### config.mk
export PLATFORM = sky130hd
export DESIGN_NAME = am_lock_multi_rx
export DESIGN_NICKNAME = d
export VERILOG_FILES = /design/src/rtl/am_pkg.sv /design/src/rtl/am_bip3_calc.sv /design/src/rtl/am_lock_multi_rx.sv
export SDC_FILE = /design/constraint.sdc
export NUM_CORES = 1
export LEC_CHECK = 0
export ABC_AREA = 0
export BUFFER_PORTS_ARGS = -buffer_cell sky130_fd_sc_hd__buf_2
export CORE_UTILIZATION = 60
export CTS_CLUSTER_SIZE = 12
export DETAILED_ROUTE_END_ITERATION = 16
export GPL_TIMING_DRIVEN = 0
export MAX_ROUTING_LAYER = met4
export PLACE_DENSITY = 0.9
export SYNTH_ARGS = -nofsm -noshare
export SYNTH_HDL_FRONTEND = slang
export SYNTH_SLANG_ARGS = --single-unit
### constraint.sdc
create_clock -name clk -period 6.5 [get_ports clk]
set_clock_uncertainty 0.05 [all_clocks]
set_input_delay 0.975 -clock clk [delete_from_list [all_inputs] [get_ports clk]]
set_output_delay 0.975 -clock clk [all_outputs]
set_load 0.01 [all_outputs]
### src/rtl/am_pkg.sv
// Alignment-marker constants for the 40GBASE-R and 100GBASE-R marker sets, plus lock FSM encodings.
// Each marker value is {M2,M1,M0}, so M0 sits in bits [7:0]. M4..M6 are the bitwise inverse of M0..M2.
package am_pkg;

  localparam logic [1:0] SYNC_CTRL = 2'b10;

  localparam logic [2:0] ST_RESET_CNT = 3'd0;
  localparam logic [2:0] ST_FIND_1ST  = 3'd1;
  localparam logic [2:0] ST_COUNT_1   = 3'd2;
  localparam logic [2:0] ST_COMP_2ND  = 3'd3;
  localparam logic [2:0] ST_COUNT_2   = 3'd4;
  localparam logic [2:0] ST_COMP_AM   = 3'd5;
  localparam logic [2:0] ST_SLIP      = 3'd6;

  localparam logic [0:19][23:0] AM100_M012 = {
    24'h2168C1, 24'h8E719D, 24'hE84B59, 24'h7B954D,
    24'h0907F5, 24'hC214DD, 24'h264A9A, 24'h66457B,
    24'h7624A0, 24'hFBC968, 24'h996CFD, 24'h5591B9,
    24'hB2B95C, 24'hBDF81A, 24'hCAC783, 24'hCD3635,
    24'h4C31C4, 24'hB7D6AD, 24'h2A665F, 24'hE5F0C0
  };

  localparam logic [0:3][23:0] AM40_M012 = {
    24'h477690, 24'hE6C4F0, 24'h9B65C5, 24'h3D79A2
  };

  function automatic logic [23:0] am_m012(input int lane_n, input int lane);
    if (lane_n == 4) return AM40_M012[lane[1:0]];
    return AM100_M012[lane[4:0]];
  endfunction

  function automatic logic [23:0] am_m456(input int lane_n, input int lane);
    return ~am_m012(lane_n, lane);
  endfunction

endpackage

### src/rtl/am_bip3_calc.sv
// Combinational BIP3 contribution of one 66-bit block; the parent XORs it into its running accumulator.
// Bit j folds payload bits j+2+8k; bits 3 and 4 also fold in the two sync-header bits.
module am_bip3_calc #(
  parameter int BLOCK_W = 66
) (
  input  logic [BLOCK_W-1:0] block,
  output logic [7:0]         bip
);

  for (genvar j = 0; j < 8; j++) begin : g_bit
    logic [7:0] col;
    for (genvar k = 0; k < 8; k++) begin : g_col
      assign col[k] = block[j + 2 + 8 * k];
    end
    if (j == 3) begin : g_sync0
      assign bip[j] = (^col) ^ block[0];
    end else if (j == 4) begin : g_sync1
      assign bip[j] = (^col) ^ block[1];
    end else begin : g_plain
      assign bip[j] = ^col;
    end
  end

endmodule

### src/rtl/am_lock_multi_rx.sv
// Per-lane alignment-marker lock for 4-lane (40G) or 20-lane (100G) PCS receive, with BIP3 checking.
// A registered FSM judges each marker slot; every output changes one cycle after the deciding block.
module am_lock_multi_rx
  import am_pkg::*;
#(
  parameter int BLOCK_W     = 66,
  parameter int LANE_N      = 4,
  parameter int GAP_N       = 16383,
  parameter int INVALID_MAX = 4,
  parameter int BIP_EN      = 1
) (
  input  logic                      clk,
  input  logic                      reset,
  input  logic                      valid_i,
  input  logic                      signal_v_i,
  input  logic [BLOCK_W-1:0]        block_i,
  output logic                      lock_v_o,
  output logic                      slip_v_o,
  output logic                      am_v_o,
  output logic [LANE_N-1:0]         lane_o,
  output logic [$clog2(LANE_N)-1:0] lane_id_o,
  output logic                      bip_err_o
);

  localparam int LID_W = $clog2(LANE_N);
  localparam int CNT_W = $clog2(GAP_N + 1);
  localparam int INV_W = $clog2(INVALID_MAX + 1);

  if (LANE_N != 4 && LANE_N != 20) begin : g_bad_lane_n
    $error("am_lock_multi_rx: LANE_N must be 4 or 20");
  end

  logic [2:0]        state;
  logic [CNT_W-1:0]  gap_cnt;
  logic [INV_W-1:0]  inv_cnt;
  logic [LID_W-1:0]  cur_lane;
  logic [7:0]        bip_acc;
  logic [7:0]        blk_bip;
  logic [LANE_N-1:0] hit;
  logic [LID_W-1:0]  hit_id;
  logic              any_hit;
  logic              cur_hit;
  logic              gap_done;
  logic              inv_last;
  logic              bip_bad;

  // All lane comparators run in parallel; the marker sets guarantee at most one hit.
  for (genvar l = 0; l < LANE_N; l++) begin : g_lane
    localparam logic [23:0] M012 = am_m012(LANE_N, l);
    localparam logic [23:0] M456 = am_m456(LANE_N, l);
    assign hit[l] = (block_i[1:0] == SYNC_CTRL) &&
                    (block_i[25:2] == M012) &&
                    (block_i[57:34] == M456);
  end

  always_comb begin
    hit_id = '0;
    for (int l = 0; l < LANE_N; l++) begin
      if (hit[l]) hit_id = LID_W'(l);
    end
  end

  am_bip3_calc #(.BLOCK_W(BLOCK_W)) u_bip3 (
    .block (block_i),
    .bip   (blk_bip)
  );

  assign any_hit  = |hit;
  assign cur_hit  = hit[cur_lane];
  assign gap_done = (gap_cnt == CNT_W'(GAP_N - 1));
  assign inv_last = (inv_cnt == INV_W'(INVALID_MAX - 1));
  assign bip_bad  = (BIP_EN != 0) && (block_i[33:26] != bip_acc);

  always_ff @(posedge clk or posedge reset) begin
    if (reset) begin
      state     <= ST_RESET_CNT;
      gap_cnt   <= '0;
      inv_cnt   <= '0;
      cur_lane  <= '0;
      bip_acc   <= '0;
      lock_v_o  <= 1'b0;
      slip_v_o  <= 1'b0;
      am_v_o    <= 1'b0;
      bip_err_o <= 1'b0;
      lane_o    <= '0;
      lane_id_o <= '0;
    end else begin
      slip_v_o  <= 1'b0;
      am_v_o    <= 1'b0;
      bip_err_o <= 1'b0;
      if (!signal_v_i) begin
        // Losing the upstream block lock abandons the attempt silently: no slip pulse.
        state     <= ST_RESET_CNT;
        lock_v_o  <= 1'b0;
        lane_o    <= '0;
        lane_id_o <= '0;
      end else begin
        case (state)
          ST_RESET_CNT: begin
            gap_cnt <= '0;
            inv_cnt <= '0;
            bip_acc <= '0;
            state   <= ST_FIND_1ST;
          end
          // The block presented during SLIP is searched too, so no block is lost after a slip.
          ST_FIND_1ST, ST_SLIP: begin
            state <= ST_FIND_1ST;
            if (valid_i && any_hit) begin
              cur_lane <= hit_id;
              gap_cnt  <= '0;
              inv_cnt  <= '0;
              bip_acc  <= blk_bip;
              state    <= ST_COUNT_1;
            end
          end
          ST_COUNT_1, ST_COUNT_2: begin
            if (valid_i) begin
              bip_acc <= bip_acc ^ blk_bip;
              if (gap_done) begin
                gap_cnt <= CNT_W'(GAP_N);
                state   <= (state == ST_COUNT_1) ? ST_COMP_2ND : ST_COMP_AM;
              end else begin
                gap_cnt <= gap_cnt + 1'b1;
              end
            end
          end
          ST_COMP_2ND: begin
            if (valid_i) begin
              if (cur_hit) begin
                lock_v_o  <= 1'b1;
                lane_o    <= LANE_N'(1) << cur_lane;
                lane_id_o <= cur_lane;
                bip_err_o <= bip_bad;
                bip_acc   <= blk_bip;
                gap_cnt   <= '0;
                state     <= ST_COUNT_2;
              end else begin
                slip_v_o <= 1'b1;
                state    <= ST_SLIP;
              end
            end
          end
          ST_COMP_AM: begin
            if (valid_i) begin
              gap_cnt <= '0;
              if (cur_hit) begin
                am_v_o    <= 1'b1;
                bip_err_o <= bip_bad;
                bip_acc   <= blk_bip;
                inv_cnt   <= '0;
                state     <= ST_COUNT_2;
              end else begin
                // A missing marker is just another data block for BIP purposes.
                bip_acc <= bip_acc ^ blk_bip;
                if (inv_last) begin
                  lock_v_o  <= 1'b0;
                  slip_v_o  <= 1'b1;
                  lane_o    <= '0;
                  lane_id_o <= '0;
                  inv_cnt   <= '0;
                  state     <= ST_SLIP;
                end else begin
                  inv_cnt <= inv_cnt + 1'b1;
                  state   <= ST_COUNT_2;
                end
              end
            end
          end
          default: state <= ST_RESET_CNT;
        endcase
      end
    end
  end

endmodule

## Word level (Yosys, flattened, before mapping)

Cells that the tools add are included.
W data, S select, Z words.

- Output and inout bits: 10
- Bits of input ports: 70
- Register bits: 40
- Word-level logic and storage cells: 149

- Magnitude comparators: 1
- Add/sub/neg operators: 2
- Reduce and logical (&&, ||, !) cells: 29
- Bitwise operators: 3
- Shift-type cells: 1
- Multiplexer cells: 71
- Equal/unequal tests: 31

Operators by type and width:

| cell | number |
|---|---|
| $eq A24 B24 Y1 const B | 4 |
| $mux W14 | 6 |
| $pmux W14 S5 | 1 |
| $reduce_xor A8 Y1 | 8 |
| $eq A24 B23 Y1 const B | 2 |
| $mux W8 | 6 |
| $pmux W8 S5 | 1 |
| $mux W3 | 10 |
| $eq A24 B21 Y1 const B | 1 |
| $eq A24 B22 Y1 const B | 1 |
| $mux W2 | 12 |
| $mux W4 | 6 |
| $mux W1 | 22 |
| $ne A3 B3 Y1 const B | 7 |
| $pmux W3 S5 | 1 |
| $add A14 B1 Y14 const B | 1 |
| $eq A14 B14 Y1 const B | 1 |
| $ne A2 B2 Y1 const B | 5 |
| $eq A3 B2 Y1 const B | 3 |
| $eq A3 B3 Y1 const B | 3 |
| $logic_and A1 B1 Y1 | 9 |
| $pmux W3 S3 | 1 |
| $ne A8 B8 Y1 | 1 |
| $pmux W4 S2 | 1 |
| other kinds (20) | 25 |

## Longest topological paths before layout

- Depth in word-level cells: 9
- Depth in mapped cells: 12
- Gate-level depth less buffers: 9

## By module

Synthesis repeated with hierarchy kept, for this count alone.

- Cells, all modules: 457
- Area, all modules: 3776.1 um^2

By module, submodules not included:

| module | sequential area each (um^2) | times used | cells an instance | area an instance (um^2) |
|---|---|---|---|---|
| am_lock_multi_rx | 1001.0 | 1 | 401 | 3243.1 |
| am_bip3_calc | 0.0 | 1 | 56 | 533.0 |

## Worst setup path before layout

Ideal clock, no wire load.

- Kind: input port to flip-flop
- Start: input port block_i[47]
- End: register bip_acc[0]
- Buffers on the path: 3
- Data required time: 6.319 ns
- Stages: 12
- Path slack: 3.282 ns
- Arrival time: 3.038 ns
- Setup time: 0.131 ns
- Cell sequence: nand4b_1 > or4_1 > buf_2 > nor4_2 > o21ai_1 > a21oi_4 > o21a_4 > and3_1 > buf_6 > buf_12 > o21ai_1 > o2bb2ai_1

- Longest elaborated chain between the ends: 7
- Elaborated cells on any way between the ends: 18

Ends and longest elaborated chain:

| item | line | source |
|---|---|---|
| start, declared | am_lock_multi_rx.sv:16 | `input logic [BLOCK_W-1:0] block_i,` |
| $eq A24 B24 Y1 (tied with other cells) | am_lock_multi_rx.sv:53 | `(block_i[57:34] == M456);` |
| $logic_and A1 B1 Y1 | am_lock_multi_rx.sv:52 | `(block_i[25:2] == M012) &&` |
| $bmux W1 S2 | am_lock_multi_rx.sv:69 | `assign cur_hit = hit[cur_lane];` |
| $mux W1 (implied by the code) | am_lock_multi_rx.sv:69 |  |
| $mux W8 | am_lock_multi_rx.sv:146 | `if (cur_hit) begin` |
| $mux W8 | am_lock_multi_rx.sv:144 | `if (valid_i) begin` |
| $pmux W8 S5 | am_lock_multi_rx.sv:98 | `case (state)` |
| end signal, assigned | am_lock_multi_rx.sv:112 | `bip_acc <= blk_bip;` |
| end signal, assigned | am_lock_multi_rx.sv:149 | `bip_acc <= blk_bip;` |
| end signal, assigned | am_lock_multi_rx.sv:154 | `bip_acc <= bip_acc ^ blk_bip;` |
| end, declared | am_lock_multi_rx.sv:37 | `logic [7:0] bip_acc;` |

Parallel ways exist; a longest one is shown, timed or not. The select of a mux whose other input is x is not followed.
A chain may end at the register's enable or synchronous reset.

## Worst setup path in the final report

- Start: input port block_i[46]
- End: register bip_acc[5]

The elaborated chain is that of the path after synthesis.

==> results_dict.tcl <==
set metrics [dict create \
    seq_area_frac_synth_pct 27.9 \
    grt_pass1_wl_mm 16.8 \
    gr-total-overflow 0 \
    crit_path_max_incr_delay_ns 0.58 \
    ys_seq_elements 40 \
    port_buffers 77 \
    vias_per_cell 6.47 \
    fmax_mhz 284 \
    setup_viol 0 \
    end_kind "flop" \
    hold_class "flop to flop" \
    path_cells "buf_2 > and4bb_1 > nand4b_1 > nor4_1 > a22oi_1 > o22ai_1 > buf_4 > nor2_1 > nor2_1 > o21ai_0 > o2bb2ai_1" \
    vias 3804 \
    setup_tns_ns 0 \
    cts-root-buf "clkbuf_8" \
    critPathLaunchType "primary input" \
    peakVddDrop_mv 0.101 \
    clk_path_buf_depth 2 \
    tightest_slew_ns 0.851 \
    avgSynthCellArea_um2 8.33 \
    tritoncts "built" \
    final_area_um2 4190 \
    ctsHoldBuffers 0 \
    fin_crit_ns 3.52 \
    antenna_left 0 \
    swShare_pct 31.7 \
    yosysUniqueCellTypes 64 \
    synthFlopType "dfrtp_1" \
    rows 27 \
    power_frac_seq_pct 40.0 \
    syn_inst 431 \
    slew-limit-headroom_pct 42.8 \
    postCtsSetupBuffers 0 \
    drc_errors 0 \
    p_leak_nw 1.70 \
    gp_congestion 0.949 \
    cp.buffers_inverters 2 \
    crit_fanout 10 \
    syn-num-nets 504 \
    area_growth_pct 16.6 \
    required_ns 6.62 \
    dr.pass1.iters 6 \
    clkPwrFrac_pct 31.3 \
    hpwl_mm 7.83 \
    die_y_um 79.4 \
    antenna_found_initial 0 \
    power_density_nw_per_um2 169 \
    routed_wl_mm 10.2 \
    final_cells 588 \
    crit_arrival_ns 3.64 \
    grt_max_degree 41 \
    ios 80 \
    grt_usage_pct 35.2 \
    htree_levels 2 \
    crit_slowest_cell "nor4_1" \
    finalHoldViolations 0 \
    fin_nets 588 \
    wl_per_cell_um 17.4 \
    synth_edf_count 0 \
    pwr-share-comb_pct 28.7 \
    drtIter0Drc 532 \
    async_flop_share_pct 100 \
    yosys_warnings 0 \
    internal_power_uw 484 \
    drive_gt1_share_pct 21.1 \
    grt_pass1_vias 3577 \
    start_util_pct 63.6 \
    rsz0062_at_grt "false" \
    clkSinkCount 40 \
    timing_worst_setup_path_type "primary input to flop" \
    drv_slew 0 \
    dp_cells 580 \
    numCtsBuffers 5 \
    cts_resized 0 \
    clock_latency_ns 0.30 \
    clkTransAtPathRegs_ns 0.08 \
    fin_hold_ws_ns 0.448 \
    outcome "completed" \
    switchingPower_uw 225 \
    period_share_pct 54.1 \
    drv_cap 0 \
    cpLargestDelayFamily "simple AND/OR/NAND/NOR gates" \
    netlist_area_um2 3590 \
    place_area_um2 4070 \
    die_w_um 79.4 \
    dieArea_um2 6300 \
    core_region_area_um2 5640 \
    cp_common_cell "nor2_1" \
    n_antenna_cell 0 \
]
-- tightest hold or removal path: cells and delay by family, from the launching register on --
| family | cells | cell delay (ns) |
|---|---|---|
| and+or+nand+nor | 1 | 0.08 |
| AOI/OAI and AO/OA | 1 | 0.04 |
| DFF | 1 | 0.34 |
-- through the flow --
step / setup slack (ns) / utilization [%] / power, mW
after floorplan: 3.28 / - / 0.419
after global placement: 2.77 / 72.1 / 0.479
after detailed placement: 2.69 / 72.1 / 0.486
after CTS: 2.98 / 74.2 / 0.705
after global routing: 2.73 / 74.2 / 0.739
final: 2.98 / 74.2 / 0.709
-- per-layer routing --
layer	vias up	wire, µm	part of all wire [%]	GRT usage (%)
met1	1785	4110	40	41.5
li1	1768	-	-	-
met3	41	673	6.6	5.29
met2	210	5060	50	61.0
met5	-	0	0	-
met4	0	373	3.7	12.2
-- layout make-up --
class                   count  area, µm²
multi-input cells         358       2420
fillers                   444       1460
flip-flops and latches     40       1000
repair buffers             77        385
plain buffers              25        135
well taps                  72       90.1
clock buffers               6       82.6
clock inverters             2       38.8
inverters                   8       30.0
-- flip-flops by register name, summed over array words and instances (netlist names), 2 cells and up --
name	cells
cur_lane	2
gap_cnt	14
state	3
bip_acc	8
lane_id_o	2
inv_cnt	3
lane_o	4
-- cells in the final DEF (no fill, tap or decap), types with 15 or more instances in the layout --
cell type	netlist	layout
buf_2	2	79
nand3_1	24	24
nand2_1	27	27
dfrtp_1	40	40
a21oi_1	21	21
nand4_1	15	15
nor2_1	33	33
xnor2_1	50	50
xor2_1	18	18
clkbuf_1	16	16
o21ai_0	20	20
-- cell usage after synthesis (3+ instances only) --
cell type / count / area share (%)
xnor2_1: 50 / 12
dfrtp_1: 40 / 28
nor2_1: 33 / 3.5
nand2_1: 27 / 2.8
nand3_1: 24 / 3.3
a21oi_1: 21 / 2.9
o21ai_0: 20 / 2.8
xor2_1: 18 / 4.4
clkbuf_1: 16 / 1.7
nand4_1: 15 / 2.6
nor3_1: 9 / 1.3
nor4_1: 9 / 1.6
inv_1: 8 / 0.84
o22a_1: 8 / 2.0
and3_1: 7 / 1.2
o211ai_1: 7 / 1.5
o2bb2ai_1: 7 / 1.7
a22oi_1: 6 / 1.3
a31oi_1: 6 / 1.0
o21ai_1: 6 / 0.84
o311ai_0: 6 / 1.5
nand2b_1: 5 / 0.87
nor4bb_1: 5 / 1.4
o22ai_1: 5 / 0.87
nand4b_1: 4 / 0.98
nor2b_1: 4 / 0.70
nor4b_1: 4 / 0.98
o21a_1: 4 / 0.84
or4_1: 4 / 0.84
a21o_1: 3 / 0.63
a21oi_2: 3 / 0.73
and4b_1: 3 / 0.84
ha_1: 3 / 1.0
-- power groups by stage --
stage | logic, mW | clock network, mW | registers, mW
finish | 0.203 | 0.222 | 0.284
global route | 0.220 | 0.233 | 0.286
CTS | 0.201 | 0.221 | 0.283
detailed placement | 0.198 | 0 | 0.288
global placement | 0.192 | 0 | 0.287
floorplan | 0.137 | 0 | 0.282
-- kinds of logic after synthesis --
kind of cell / count (synthesis) / share of synthesized area (%)
mux: 3 / 0.906
buf+inv: 33 / 4.60
simple gates: 169 / 27.0
fa+ha+maj: 3 / 1.05
xor+xnor: 68 / 16.6
compound gates: 115 / 22.0
flops: 40 / 27.9
-- worst paths after layout --
path | from | end | slack (ns) | cells after the start
worst min-delay path | gap_cnt[12] | gap_cnt[12] | 0.45 | 2
worst min register to register | gap_cnt[12] | gap_cnt[12] | 0.45 | 2
max in group asynchronous | reset | bip_acc[7] | 5.07 | 2
worst max-delay path | block_i[46] | bip_acc[5] | 2.98 | 11
worst max register to register | cur_lane[1] | bip_acc[5] | 3.83 | 10
min in group asynchronous | reset | gap_cnt[2] | 0.79 | 2
(Power assumes the default switching activity.)
